### config.mk
export PLATFORM = sky130hd
export DESIGN_NAME = coef_ram_loader
export DESIGN_NICKNAME = d
export VERILOG_FILES = /design/src/rtl/coef_pkg.sv /design/src/rtl/coef_ram_core.sv /design/src/rtl/coef_ram_loader.sv
export SDC_FILE = /design/constraint.sdc
export NUM_CORES = 1
export LEC_CHECK = 0
export CAP_MARGIN = 40
export CORE_MARGIN = 8
export CORE_UTILIZATION = 58
export DETAILED_ROUTE_END_ITERATION = 7
export PLACE_DENSITY = 0.77
export SLEW_MARGIN = 20
export SYNTH_ARGS = -nofsm -noshare
export SYNTH_HDL_FRONTEND = slang
export SYNTH_HIERARCHICAL = 1
export SYNTH_SLANG_ARGS = --single-unit
export TNS_END_PERCENT = 1
### constraint.sdc
create_clock -name clk -period 9.65 [get_ports clk]
set_input_delay 2.4125 -clock clk [delete_from_list [all_inputs] [get_ports clk]]
set_output_delay 2.4125 -clock clk [all_outputs]
set_load 0.01 [all_outputs]
### src/rtl/coef_pkg.sv
// Shared constants and FSM encoding for the writable coefficient table.
package coef_pkg;
    localparam int DATA_W = 64;
    localparam int ADDR_W = 3;
    localparam int DEPTH  = 8;

    // Encoding 2'd3 is illegal; the loader maps it back to ST_IDLE.
    typedef enum logic [1:0] {
        ST_IDLE = 2'd0,
        ST_LOAD = 2'd1,
        ST_DONE = 2'd2
    } state_e;
endpackage

### src/rtl/coef_ram_core.sv
// DEPTH x DATA_W table with one write port and two registered read ports.
module coef_ram_core #(
    parameter int DATA_W = 64,
    parameter int ADDR_W = 3,
    parameter int DEPTH  = 8
) (
    input  logic              clk,
    input  logic              rst,
    input  logic              we,
    input  logic [ADDR_W-1:0] waddr,
    input  logic [DATA_W-1:0] wdata,
    input  logic [ADDR_W-1:0] raddr1,
    input  logic [ADDR_W-1:0] raddr2,
    output logic [DATA_W-1:0] rdata1,
    output logic [DATA_W-1:0] rdata2
);
    logic [DATA_W-1:0] mem_r [DEPTH];
    logic [DATA_W-1:0] rdata1_r;
    logic [DATA_W-1:0] rdata2_r;

    // Table write port; contents deliberately survive reset.
    always_ff @(posedge clk) begin
        if (we) begin
            mem_r[waddr] <= wdata;
        end
    end

    // Registered reads see the pre-write word when addresses collide.
    always_ff @(posedge clk) begin
        if (rst) begin
            rdata1_r <= {DATA_W{1'b0}};
            rdata2_r <= {DATA_W{1'b0}};
        end else begin
            rdata1_r <= mem_r[raddr1];
            rdata2_r <= mem_r[raddr2];
        end
    end

    assign rdata1 = rdata1_r;
    assign rdata2 = rdata2_r;
endmodule

### src/rtl/coef_ram_loader.sv
// Loads DEPTH words from a valid/ready stream into the coefficient table and serves two read ports.
module coef_ram_loader #(
    parameter int DATA_W = coef_pkg::DATA_W,
    parameter int ADDR_W = coef_pkg::ADDR_W,
    parameter int DEPTH  = coef_pkg::DEPTH
) (
    input  logic              clk,
    input  logic              rst,
    input  logic              start,
    input  logic              wr_valid,
    input  logic [DATA_W-1:0] wr_data,
    output logic              wr_ready,
    output logic              busy,
    output logic              done,
    output logic              loaded,
    input  logic [ADDR_W-1:0] addr1,
    input  logic [ADDR_W-1:0] addr2,
    output logic [DATA_W-1:0] dout1,
    output logic [DATA_W-1:0] dout2
);
    import coef_pkg::*;

    state_e            state_r;
    logic [ADDR_W-1:0] wr_ptr_r;
    logic              wr_ready_r;
    logic              busy_r;
    logic              done_r;
    logic              loaded_r;
    logic              handshake_s;
    logic              last_s;

    assign handshake_s = wr_ready_r & wr_valid;
    assign last_s      = (wr_ptr_r == ADDR_W'(DEPTH - 1));

    // Load sequencer; status flags are registered alongside the state.
    always_ff @(posedge clk) begin
        if (rst) begin
            state_r    <= ST_IDLE;
            wr_ptr_r   <= {ADDR_W{1'b0}};
            wr_ready_r <= 1'b0;
            busy_r     <= 1'b0;
            done_r     <= 1'b0;
            loaded_r   <= 1'b0;
        end else begin
            case (state_r)
                ST_IDLE: begin
                    done_r <= 1'b0;
                    if (start) begin
                        state_r    <= ST_LOAD;
                        wr_ptr_r   <= {ADDR_W{1'b0}};
                        loaded_r   <= 1'b0;
                        wr_ready_r <= 1'b1;
                        busy_r     <= 1'b1;
                    end
                end
                ST_LOAD: begin
                    if (handshake_s) begin
                        if (last_s) begin
                            state_r    <= ST_DONE;
                            wr_ptr_r   <= {ADDR_W{1'b0}};
                            wr_ready_r <= 1'b0;
                            done_r     <= 1'b1;
                        end else begin
                            wr_ptr_r <= wr_ptr_r + ADDR_W'(1);
                        end
                    end
                end
                ST_DONE: begin
                    state_r  <= ST_IDLE;
                    done_r   <= 1'b0;
                    busy_r   <= 1'b0;
                    loaded_r <= 1'b1;
                end
                default: begin
                    state_r    <= ST_IDLE;
                    wr_ptr_r   <= {ADDR_W{1'b0}};
                    wr_ready_r <= 1'b0;
                    busy_r     <= 1'b0;
                    done_r     <= 1'b0;
                end
            endcase
        end
    end

    coef_ram_core #(
        .DATA_W (DATA_W),
        .ADDR_W (ADDR_W),
        .DEPTH  (DEPTH)
    ) u_core (
        .clk    (clk),
        .rst    (rst),
        .we     (handshake_s),
        .waddr  (wr_ptr_r),
        .wdata  (wr_data),
        .raddr1 (addr1),
        .raddr2 (addr2),
        .rdata1 (dout1),
        .rdata2 (dout2)
    );

    assign wr_ready = wr_ready_r;
    assign busy     = busy_r;
    assign done     = done_r;
    assign loaded   = loaded_r;
endmodule

# [After elaboration in Yosys (flattened, before gate mapping)]
# Memory sizes are Yosys's and may differ from the RTL's. A register that Yosys moved wholly into a read port is not among the register bits.
# Cells that the tools add are included.
[word_totals] mem_count=1 output_inout_bits=132 mem_bits_rw=512 reg_bits=9 input_bits=74 rom_bits=0 wordCells=43 latchBits=0
[op_classes] order_cmp=0 shifts=0 bitwise_logic=3 muxes=17 addsub=1 div=0 eq_ne=6 n_mul=0 reduce_logical=9
[mem_list] name="u_core.mem_r" words=8 width=64 read_ports=2 rd_ports_with_merged_regs=2 write_ports=1 line="coef_ram_core.sv:17" text="logic [DATA_W-1:0] mem_r [DEPTH];"
[ops] cell="$mux W3" count=3
[ops] cell="$pmux W3 S3" count=1
[ops] cell="$mux W1" count=6
[ops] cell="$mux W2" count=3
[ops] cell="$ne A2 B2 Y1 const B" count=3
[ops] cell="$reduce_and A2 Y1" count=3
[ops] cell="$reduce_and A3 Y1" count=2
[ops] cell="$pmux W1 S2" count=2
[ops] cell="$pmux W2 S2" count=1
[ops] cell="$reduce_and A4 Y1" count=1
[ops] cell="$add A3 B1 Y3 const B" count=1
[ops] cell="$eq A3 B3 Y1 const B" count=1
[ops] cell="$pmux W1 S3" count=1
[ops] cell="$eq A2 B1 Y1 const B" count=1
[ops] cell="$eq A2 B2 Y1 const B" count=1
[ops] cell="$logic_not A2 Y1" count=1
[ops] cell="$not A1 Y1" count=2
[ops] cell="$reduce_bool A2 Y1" count=1
[ops] cell="$reduce_or A2 Y1" count=1
[ops] cell="$and A1 B1 Y1" count=1

# [Logic depth before layout (Yosys ltp)]
# Gate-level depths: netlist of run 1.
[logic_depth] ltp_word=4 depth_mapped=5 depth_no_buf=5

# [By module]
# The synthesis of run 1 kept the hierarchy.
[modules_own_cells] module="coef_ram_core" area_per_inst_um2=25993.7 seq_area_each_um2=17937.2 cells_each=1249 n_inst=1
[modules_own_cells] module="coef_ram_loader" area_per_inst_um2=395.4 seq_area_each_um2=180.2 cells_each=41 n_inst=1

# [Worst setup path after synthesis of run 1]
# Ideal clock, no wire load.
[synth_timing] path_kind="in2reg" from="input port wr_valid" to="memory u_core.mem_r[0][0] (enable)" path_stages=3 t_required_ps=9085 path_buffers=0 arrival_ps=7031 setup_ps=565 setup_slack_ps=2054 cell_sequence="and2_1 -> nand2b_1 -> nor3_1"
[synth_between] elab_chain_cells=3
[synth_lines] element="start: declaration" line="coef_ram_loader.sv:10" text="input logic wr_valid,"
[synth_lines] element="$and A1 B1 Y1" line="coef_ram_loader.sv:32" text="assign handshake_s = wr_ready_r & wr_valid;"
[synth_lines] element="$mux W1" line="coef_ram_core.sv:23" text="if (we) begin"
[synth_lines] element="$mux W1 (not written as such)" line="coef_ram_core.sv:24" text="mem_r[waddr] <= wdata;"
[synth_lines] element="end: declaration" line="coef_ram_core.sv:17"
# Every way passes these cells.

==> flow_summary.json, run 1 <==
{
  "syn_nets": 1366,
  "hold_start": "done$_SDFFE_PP0P_",
  "vdd.ir_drop.worst_mv": 0.1542,
  "start_util_pct": 58.40,
  "yosysWarnings": 6,
  "cts_buffers": 66,
  "reg2regPathDepth": 5,
  "overflow": 0,
  "antenna_found_initial": 7,
  "cts_resized": 0,
  "skew_ns": 0.01804,
  "r2r-end": "u_core/mem_r[1][41]$_DFFE_PP_",
  "area_growth_pct": 18.86,
  "worstSkewPairLatency_ns": 0.59,
  "synth_cells": 1290,
  "powerDensity_mw_per_mm2": 191.0,
  "die_h_um": 229.3,
  "whs_path_depth": 2,
  "intPower_w": 0.004719,
  "ys_seq_area_share_pct": 68.65,
  "cts_root_buf": "clkbuf_16",
  "crit_type": "primary input to register",
  "power_switching_share_pct": 21.23,
  "drv_cap": 0,
  "grt_pass1_vias": 14610,
  "ios": 206,
  "dp_hpwl_um": 34750,
  "post_cts_buffers": 0,
  "drc": 0,
  "whs_ns": 0.4747,
  "viasPerCell": 6.226,
  "fmax_mhz": 215.9,
  "cts_tree": "done",
  "whs_endpoint": "done$_SDFFE_PP0P_",
  "p_switching_w": 0.001272,
  "crit_path_start_kind": "primary input",
  "r2r_setup_slack_ns": 7.16,
  "power_frac_seq_pct": 51.6,
  "setup_tns_ns": 0,
  "grt_first_pass_wirelength_um": 89270,
  "p_comb_share_pct": 7.5,
  "post_drt_wl_per_cell_um": 27.01,
  "finalCritPeriodShare_pct": 48.00,
  "wirelength_um": 58590,
  "layout_commonest_cell": "edfxtp_1",
  "r2r_start": "wr_ready$_SDFFE_PP0P_",
  "antenna_left": 0,
  "grt_max_degree": 80,
  "ys_ff_latch": 649,
  "cts_buffer_depth": 3,
  "track_usage_pct": 22.35,
  "clock-sinks": 649,
  "fp.dieW_um": 229.3,
  "vias": 13510,
  "setup_viol": 0,
  "p_clk_share_pct": 40.9,
  "fin_nets": 1587,
  "path_max_fanout": 48,
  "dp_cells": 2042,
  "rsz0062_at_grt": "false",
  "timing.slew.headroom_pct": 42.31,
  "layout-drive-gt1-share_pct": 25.69,
  "worst_slew_pin_slew_ns": 0.8653,
  "hold_buffers": 0,
  "num_rows": 78,
  "synth.avg_cell_area_um2": 20.46,
  "placed_area_mm2": 0.02923,
  "design.die.area_mm2": 0.05258,
  "drv_slew": 0,
  "firstDrtPassIters": 5,
  "cts.htree.levels": 3,
  "synthDistinctLibCells": 24,
  "end_kind": "register",
  "final_area_mm2": 0.03137,
  "drtIter0Drc": 1070,
  "final_cell_mix": "512 x edfxtp_1, 256 x mux4_2, 198 x clkdlybuf4s50_1",
  "required_ns": 10.08,
  "p_leak_nw": 10.54,
  "synth_area_mm2": 0.02639,
  "status": "completed",
  "finalHoldViolations": 0,
  "cts.clk_slew.worst_paths_ns": 0.06,
  "place_congestion": 0.7494,
  "critPathArrivalTime_ns": 5.06,
  "port_buffers": 205,
  "layoutNonFillerInstCount": 2169,
  "hp-class": "register to register",
  "coreArea_mm2": 0.04519,
  "period_minus_slack_ns": 4.632
}
-- metal layers --
metal	vias up	share of wire, %	track usage (%)
met2	540	51	37.70
li1	5770	-	-
met4	6	2.4	7.173
met1	7088	38	28.44
met5	-	0.067	0
met3	101	7.9	5.501
-- layout make-up --
type | instances | area (um^2)
diodes | 4 | 10.01
well taps | 600 | 750.7
inverters | 1 | 3.754
repair buffers | 238 | 2537
flip-flops and latches | 649 | 18120
fillers | 2784 | 13820
clock inverters | 35 | 286.5
multi-input cells | 555 | 7848
clock buffers | 87 | 1813
-- synth_stat cells --
master / instances / area (um^2)
edfxtp_1: 512 / 15370
mux4_2: 256 / 5766
dfxtp_1: 137 / 2743
nor2_1: 136 / 510.5
mux2i_1: 128 / 1281
buf_2: 35 / 175.2
buf_4: 22 / 165.2
clkbuf_1: 16 / 60.06
nand2b_1: 10 / 62.56
buf_1: 8 / 30.03
nor3_1: 5 / 25.02
buf_6: 4 / 45.04
a21oi_1: 3 / 15.01
o2bb2ai_1: 3 / 26.28
a21boi_0: 2 / 15.01
and2_1: 2 / 12.51
ha_1: 2 / 25.02
nand2_1: 2 / 7.510
nor2b_1: 2 / 12.51
inv_1: 1 / 3.750
nand3_1: 1 / 5.000
nor3b_2: 1 / 12.51
o21bai_1: 1 / 7.510
o22a_1: 1 / 8.760
-- sequential cells by signal (all words and copies together) (netlist names) --
signal,cells
loaded,1
wr_ready,1
state_r,2
wr_ptr_r,3
u_core/rdata1,64
busy,1
done,1
u_core/rdata2,64
u_core/mem_r,512
-- power by group through the flow --
stage	registers [W]	clock network, W	logic [W]
detailed placement	0.00315	0	0.000448
global route	0.00310	0.00259	0.000477
floorplan	0.00316	0	0.000239
CTS	0.00309	0.00249	0.000451
global placement	0.00315	0	0.000434
finish	0.00309	0.00245	0.000447
-- stage by stage --
stage / power [W] / setup WS, ns / util [%]
after floorplan: 0.003404 / 2.054 / -
after global placement: 0.003585 / 4.469 / 63.99
after detailed placement: 0.003601 / 4.469 / 64.69
after CTS: 0.006037 / 5.099 / 69.33
after global routing: 0.006164 / 4.974 / 69.41
final: 0.005991 / 5.018 / 69.42
-- critical path, cell delays in order --
cell and delay, ns:
buf_4 0.48, buf_4 0.71, buf_4 0.69, mux4_2 0.41
mux2i_1 0.16, nor2_1 0.10
-- how the worst max path moves through the flow --
stage              from                            end  slack [ns]  depth (start not counted)
2_1_floorplan  wr_valid   u_core/mem_r[0][0]$_DFFE_PP_        2.05                          3
3_3_place_gp   wr_valid  u_core/mem_r[1][54]$_DFFE_PP_        4.47                          5
3_5_place_dp   addr1[2]   u_core/rdata1[27]$_SDFF_PP0_        4.47                          6
4_1_cts        addr1[2]   u_core/rdata1[27]$_SDFF_PP0_        5.10                          6
5_1_grt        addr1[2]   u_core/rdata1[28]$_SDFF_PP0_        4.97                          6
6_report       addr1[2]   u_core/rdata1[27]$_SDFF_PP0_        5.02                          6
-- cell families after synthesis --
logic type               Yosys count  synth area share [%]
AO/OA/AOI/OAI                     10                0.2750
adder cells (fa/ha/maj)            2               0.09481
buffers and inverters             86                 1.816
flip-flops                       649                 68.65
multiplexers                     384                 26.70
AND/OR/NAND/NOR                  159                 2.456
Power figures use the tool's default switching activity.
==> run 2: changes to the inputs <==
--- a/config.mk
+++ b/config.mk
@@ -7,9 +7,9 @@
 export LEC_CHECK = 0
 export CAP_MARGIN = 40
 export CORE_MARGIN = 8
-export CORE_UTILIZATION = 58
+export CORE_UTILIZATION = 53
 export DETAILED_ROUTE_END_ITERATION = 7
-export PLACE_DENSITY = 0.77
+export PLACE_DENSITY = 0.74
 export SLEW_MARGIN = 20
 export SYNTH_ARGS = -nofsm -noshare
 export SYNTH_HDL_FRONTEND = slang
==> constraint.sdc (replaced) <==
create_clock -name clk -period 3.87 [get_ports clk]
set_input_delay 0.9675 -clock clk [delete_from_list [all_inputs] [get_ports clk]]
set_output_delay 0.9675 -clock clk [all_outputs]
set_load 0.01 [all_outputs]
==> run 2 against run 1 <==
First-iteration DRC count shrank 4.1%; clock power rose to 2.7 times the previous value; design area rose by 0.99%; clock skew up 0.0037 ns; critical path depth down 1; cell count up 3.2%; die area is 8.8% higher; sequential share of layout area fell by 0.56 points; via count is 0.59% lower.
==> flow_summary.json, run 2 (synthesis results as in run 1) <==
{
  "status": "completed",
  "finalHoldViolations": 0,
  "hp-class": "register to register",
  "cp_slowest_stage_delay_ns": 0.52,
  "drv_slew": 0,
  "dp_hpwl_um": 36240,
  "crit_path_start_kind": "primary input",
  "vdd.ir_drop.worst_mv": 0.4413,
  "r2r-end": "u_core/mem_r[4][9]$_DFFE_PP_",
  "antenna_left": 0,
  "period_minus_slack_ns": 2.552,
  "layout-drive-gt1-share_pct": 26.43,
  "layoutNonFillerInstCount": 2238,
  "clock-sinks": 649,
  "drc": 0,
  "top_register": "u_core/mem_r",
  "firstDrtPassIters": 5,
  "final_cell_mix": "512 x edfxtp_1, 256 x mux4_2, 198 x clkdlybuf4s50_1",
  "worst_slew_pin_slew_ns": 0.7361,
  "grt_pass1_vias": 14500,
  "start_util_pct": 53.80,
  "powerDensity_mw_per_mm2": 489.3,
  "rsz0062_at_grt": "false",
  "end_kind": "register",
  "required_ns": 4.09,
  "cts_tree": "done",
  "track_usage_pct": 21.04,
  "design.die.area_mm2": 0.05719,
  "hold_buffers": 0,
  "drtIter0Drc": 1026,
  "r2r_start": "wr_ready$_SDFFE_PP0P_",
  "layout_commonest_cell": "edfxtp_1",
  "post_cts_buffers": 0,
  "post-place-ws_ns": 0.6977,
  "cts.clk_slew.worst_paths_ns": 0.06,
  "fmax_mhz": 391.8,
  "largest_register_ffs": 512,
  "viasPerCell": 5.999,
  "cts.htree.levels": 3,
  "critPathSlowestCell": "clkdlybuf4s50_1",
  "ios": 206,
  "finalCritPeriodShare_pct": 65.95,
  "whs_endpoint": "done$_SDFFE_PP0P_",
  "cts_buffer_depth": 3,
  "place_congestion": 0.7757,
  "antenna_found_initial": 7,
  "num_rows": 81,
  "grt_max_degree": 64,
  "whs_path_depth": 2,
  "area_growth_pct": 20.03,
  "layout_setup_ws_ns": 1.318,
  "setup_viol": 0,
  "die_h_um": 239.1,
  "placed_area_mm2": 0.02937,
  "cts_buffers": 67,
  "timing.slew.headroom_pct": 50.93,
  "wirelength_um": 59660,
  "crit_path_cell_trace": "clkdlybuf4s50_1, and2_1, nand2_1, nor3_4, buf_4",
  "post_drt_wl_per_cell_um": 26.66,
  "fin_nets": 1594,
  "cts_resized": 0,
  "crit_type": "primary input to register",
  "coreArea_mm2": 0.04905,
  "r2r_setup_slack_ns": 1.82,
  "p_leak_nw": 10.65,
  "critPathArrivalTime_ns": 2.77,
  "reg2regPathDepth": 4,
  "worstSkewPairLatency_ns": 0.58,
  "drv_cap": 0,
  "vias": 13430,
  "fp.dieW_um": 239.1,
  "cts_root_buf": "clkbuf_16",
  "port_buffers": 205,
  "grt_first_pass_wirelength_um": 89560,
  "hold_start": "done$_SDFFE_PP0P_",
  "overflow": 0,
  "final_area_mm2": 0.03168,
  "path_max_fanout": 31,
  "dp_cells": 2113,
  "skew_ns": 0.02171
}
run 2: changes by cell type in the layout (fill, tap and decap cells not counted), sizes merged:
cell and change:
inv -4, clkinv -1, buf +6, bufinv +8, clkbuf -4
run 2: worst max-delay path, delay by kind of cell:
| family | cells | cell delay [ns] |
|---|---|---|
| buf+inv | 2 | 1.02 |
| simple gates | 3 | 0.77 |
run 2: cell type report:
| class | count | area, um^2 |
|---|---|---|
| Inverter | 1 | 3.754 |
| Clock inverter | 38 | 474.2 |
| Clock buffer | 83 | 1819 |
| Multi-Input combinational cell | 555 | 7860 |
| Sequential cell | 649 | 18120 |
| Tap cell | 664 | 830.8 |
| Timing Repair Buffer | 244 | 2560 |
| Fill cell | 3324 | 17380 |
| Antenna cell | 4 | 10.01 |
run 2: through the flow:
stage	total power, W	setup TNS, ns	hold WS [ns]	utilization [%]
5_1_grt	0.01595	0	0.4910	64.56
2_1_floorplan	0.008485	-220.85	0.4681	-
3_5_place_dp	0.008990	0	0.4664	59.88
4_1_cts	0.01563	0	0.4776	64.55
6_report	0.01550	0	0.4709	64.58
3_3_place_gp	0.008973	0	0.4643	59.88
run 2: worst max-delay path by stage:
stage	endpoint	depth (start not counted)	slack (ns)	startpoint
floorplan	u_core/mem_r[1][0]$_DFFE_PP_	3	-0.56	wr_valid
global placement	u_core/mem_r[4][12]$_DFFE_PP_	5	0.75	wr_valid
detailed placement	u_core/mem_r[4][11]$_DFFE_PP_	5	0.70	wr_valid
CTS	dout1[38]	1	1.30	u_core/rdata1[38]$_SDFF_PP0_
global route	u_core/mem_r[0][9]$_DFFE_PP_	5	1.23	wr_valid
finish	u_core/mem_r[4][9]$_DFFE_PP_	5	1.32	wr_valid
run 2: report_power, final:
| group | internal, W | leakage [nW] | switching, W |
|---|---|---|---|
| Clock | 0.00408 | 1.13 | 0.00259 |
| Combinational | 0.000584 | 3.76 | 0.000539 |
| Sequential | 0.00765 | 5.76 | 0.0000541 |
| Total | 0.0123 | 10.6 | 0.00319 |
run 2: metal layers:
metal  global-route usage (%)  up-vias  part of all wire, %
met3                    5.233      101                  7.3
met4                    6.140        8                  2.5
met1                    25.82     7037                   38
met5                        0        -                0.092
li1                         -     5766                    -
met2                    36.76      513                   52
==> run 3: changes to the inputs <==
--- a/config.mk
+++ b/config.mk
@@ -7,9 +7,9 @@
 export LEC_CHECK = 0
 export CAP_MARGIN = 40
 export CORE_MARGIN = 8
-export CORE_UTILIZATION = 53
+export CORE_UTILIZATION = 58
 export DETAILED_ROUTE_END_ITERATION = 7
-export PLACE_DENSITY = 0.74
+export PLACE_DENSITY = 0.77
 export SLEW_MARGIN = 20
 export SYNTH_ARGS = -nofsm -noshare
 export SYNTH_HDL_FRONTEND = slang
==> constraint.sdc (replaced) <==
create_clock -name clk -period 2.4 [get_ports clk]
set_input_delay 0.6 -clock clk [delete_from_list [all_inputs] [get_ports clk]]
set_output_delay 0.6 -clock clk [all_outputs]
set_load 0.01 [all_outputs]
==> run 3 against run 2 <==
Clock power is 51% higher; global-route usage is 1.1 points higher; register-to-register slack worse by 1.2 ns; highest routed layer unchanged; largest cell class unchanged; die area is 8.1% lower; largest power group unchanged; wire length is 2.7% lower.
==> flow_summary.json, run 3 (synthesis results as in run 1) <==
{
  "grt_max_degree": 50,
  "clock-sinks": 649,
  "reg2regPathDepth": 5,
  "path_buf_inv": 1,
  "hp-class": "primary input to register",
  "layout_setup_ws_ns": 0.1998,
  "required_ns": 1.80,
  "die_h_um": 229.3,
  "setup_viol": 0,
  "period_minus_slack_ns": 2.200,
  "whs_endpoint": "u_core/rdata1[48]$_SDFF_PP0_",
  "status": "completed",
  "post_cts_buffers": 0,
  "critPathSlowestCell": "clkdlybuf4s50_1",
  "dp_hpwl_um": 36940,
  "grt_pass1_vias": 14700,
  "cts_buffers": 60,
  "area_growth_pct": 21.22,
  "coreArea_mm2": 0.04519,
  "grt_first_pass_wirelength_um": 88820,
  "rsz0062_at_grt": "false",
  "drv_cap": 0,
  "dp_cells": 2080,
  "worst_slew_pin_slew_ns": 0.4671,
  "drtIter0Drc": 1203,
  "path_max_fanout": 1,
  "wirelength_um": 58050,
  "drc": 0,
  "crit_path_cell_trace": "clkdlybuf4s50_1",
  "track_usage_pct": 22.18,
  "post-place-ws_ns": -0.06912,
  "drv_slew": 0,
  "post_drt_wl_per_cell_um": 26.44,
  "cp_slowest_stage_delay_ns": 0.57,
  "crit_path_start_kind": "register",
  "r2r_setup_slack_ns": 0.64,
  "finalCritPeriodShare_pct": 91.67,
  "r2r_start": "wr_ready$_SDFFE_PP0P_",
  "vias": 13590,
  "overflow": 0,
  "cts.htree.levels": 2,
  "grt_use_met3_pct": 4.030,
  "powerDensity_mw_per_mm2": 764.3,
  "crit_type": "register to output port",
  "cts_root_buf": "clkbuf_16",
  "layout-drive-gt1-share_pct": 27.42,
  "design.die.area_mm2": 0.05258,
  "top_register": "u_core/mem_r",
  "grt_busiest_layer": "met2",
  "report.power.total_w": 0.02445,
  "timing.slew.headroom_pct": 68.86,
  "critPathArrivalTime_ns": 1.60,
  "r2r-end": "u_core/mem_r[6][7]$_DFFE_PP_",
  "fin_nets": 1618,
  "viasPerCell": 6.191,
  "firstDrtPassIters": 5,
  "hold_start": "rst",
  "layout_commonest_cell": "edfxtp_1",
  "vdd.ir_drop.worst_mv": 0.6310,
  "hold_buffers": 0,
  "num_rows": 78,
  "cts.clk_slew.worst_paths_ns": 0.06,
  "antenna_left": 0,
  "gr-usage-met2_pct": 38.09,
  "start_util_pct": 58.40,
  "final_core_util_pct": 70.80,
  "cts_tree": "done",
  "port_buffers": 205,
  "fillers": 2699,
  "whs_path_depth": 2,
  "cts_resized": 0,
  "p_leak_nw": 10.80,
  "final_cell_mix": "512 x edfxtp_1, 256 x mux4_2, 198 x clkdlybuf4s50_1",
  "largest_register_ffs": 512,
  "layoutNonFillerInstCount": 2195,
  "place_congestion": 0.7977,
  "fmax_mhz": 454.5,
  "antenna_found_initial": 4,
  "cpLargestDelayFamily": "buffers and inverters",
  "worstSkewPairLatency_ns": 0.63,
  "skew_ns": 0.02155,
  "ios": 206,
  "use_met1_pct": 28.04,
  "finalHoldViolations": 0,
  "cts_buffer_depth": 3,
  "end_kind": "output port",
  "fp.dieW_um": 229.3
}
run 3: layout make-up:
cell class | instances | area, um^2 | area share, %
Multi-Input combinational cell | 555 | 7870 | 24.60
Clock inverter | 36 | 525.5 | 1.643
Sequential cell | 649 | 18120 | 56.64
Timing Repair Buffer | 275 | 3110 | 9.723
Tap cell | 600 | 750.7 | 2.347
Inverter | 1 | 3.754 | 0.01173
Clock buffer | 78 | 1609 | 5.030
Antenna cell | 1 | 2.502 | 0.007823
run 3: worst max-delay path by stage:
stage | startpoint | end | slack (ns) | cells after the start
after floorplan | wr_valid | u_core/mem_r[7][0]$_DFFE_PP_ | -0.64 | 3
after detailed placement | wr_valid | u_core/mem_r[6][21]$_DFFE_PP_ | -0.07 | 6
after global placement | wr_valid | u_core/mem_r[6][21]$_DFFE_PP_ | -0.06 | 6
final | u_core/rdata2[28]$_SDFF_PP0_ | dout2[28] | 0.20 | 1
after CTS | u_core/rdata2[28]$_SDFF_PP0_ | dout2[28] | 0.15 | 1
after global routing | wr_ready$_SDFFE_PP0P_ | wr_ready | 0.14 | 1
run 3: where the power goes:
| part | switching [W] | total, W | leakage, nW | internal, W |
|---|---|---|---|---|
| clock network | 0.00408 | 0.0101 | 1.02 | 0.00605 |
| logic | 0.000886 | 0.00190 | 4.02 | 0.00101 |
| registers | 0.0000874 | 0.0124 | 5.76 | 0.0123 |
| total | 0.00506 | 0.0245 | 10.8 | 0.0194 |
run 3: stage by stage:
step | TNS [ns] | cell area [um^2] | hold WS (ns)
after floorplan | -283.95 | 26440 | 0.4731
after global placement | -3.397 | 29850 | 0.4578
after detailed placement | -4.678 | 29850 | 0.4612
after CTS | 0 | 31990 | 0.3823
after global routing | 0 | 31990 | 0.4116
final | 0 | 31990 | 0.4205
run 3: routing by layer:
| layer | up-vias | wire [um] |
|---|---|---|
| met5 | - | 41 |
| met4 | 6 | 2006 |
| li1 | 5816 | - |
| met3 | 119 | 4064 |
| met2 | 538 | 30030 |
| met1 | 7110 | 21910 |
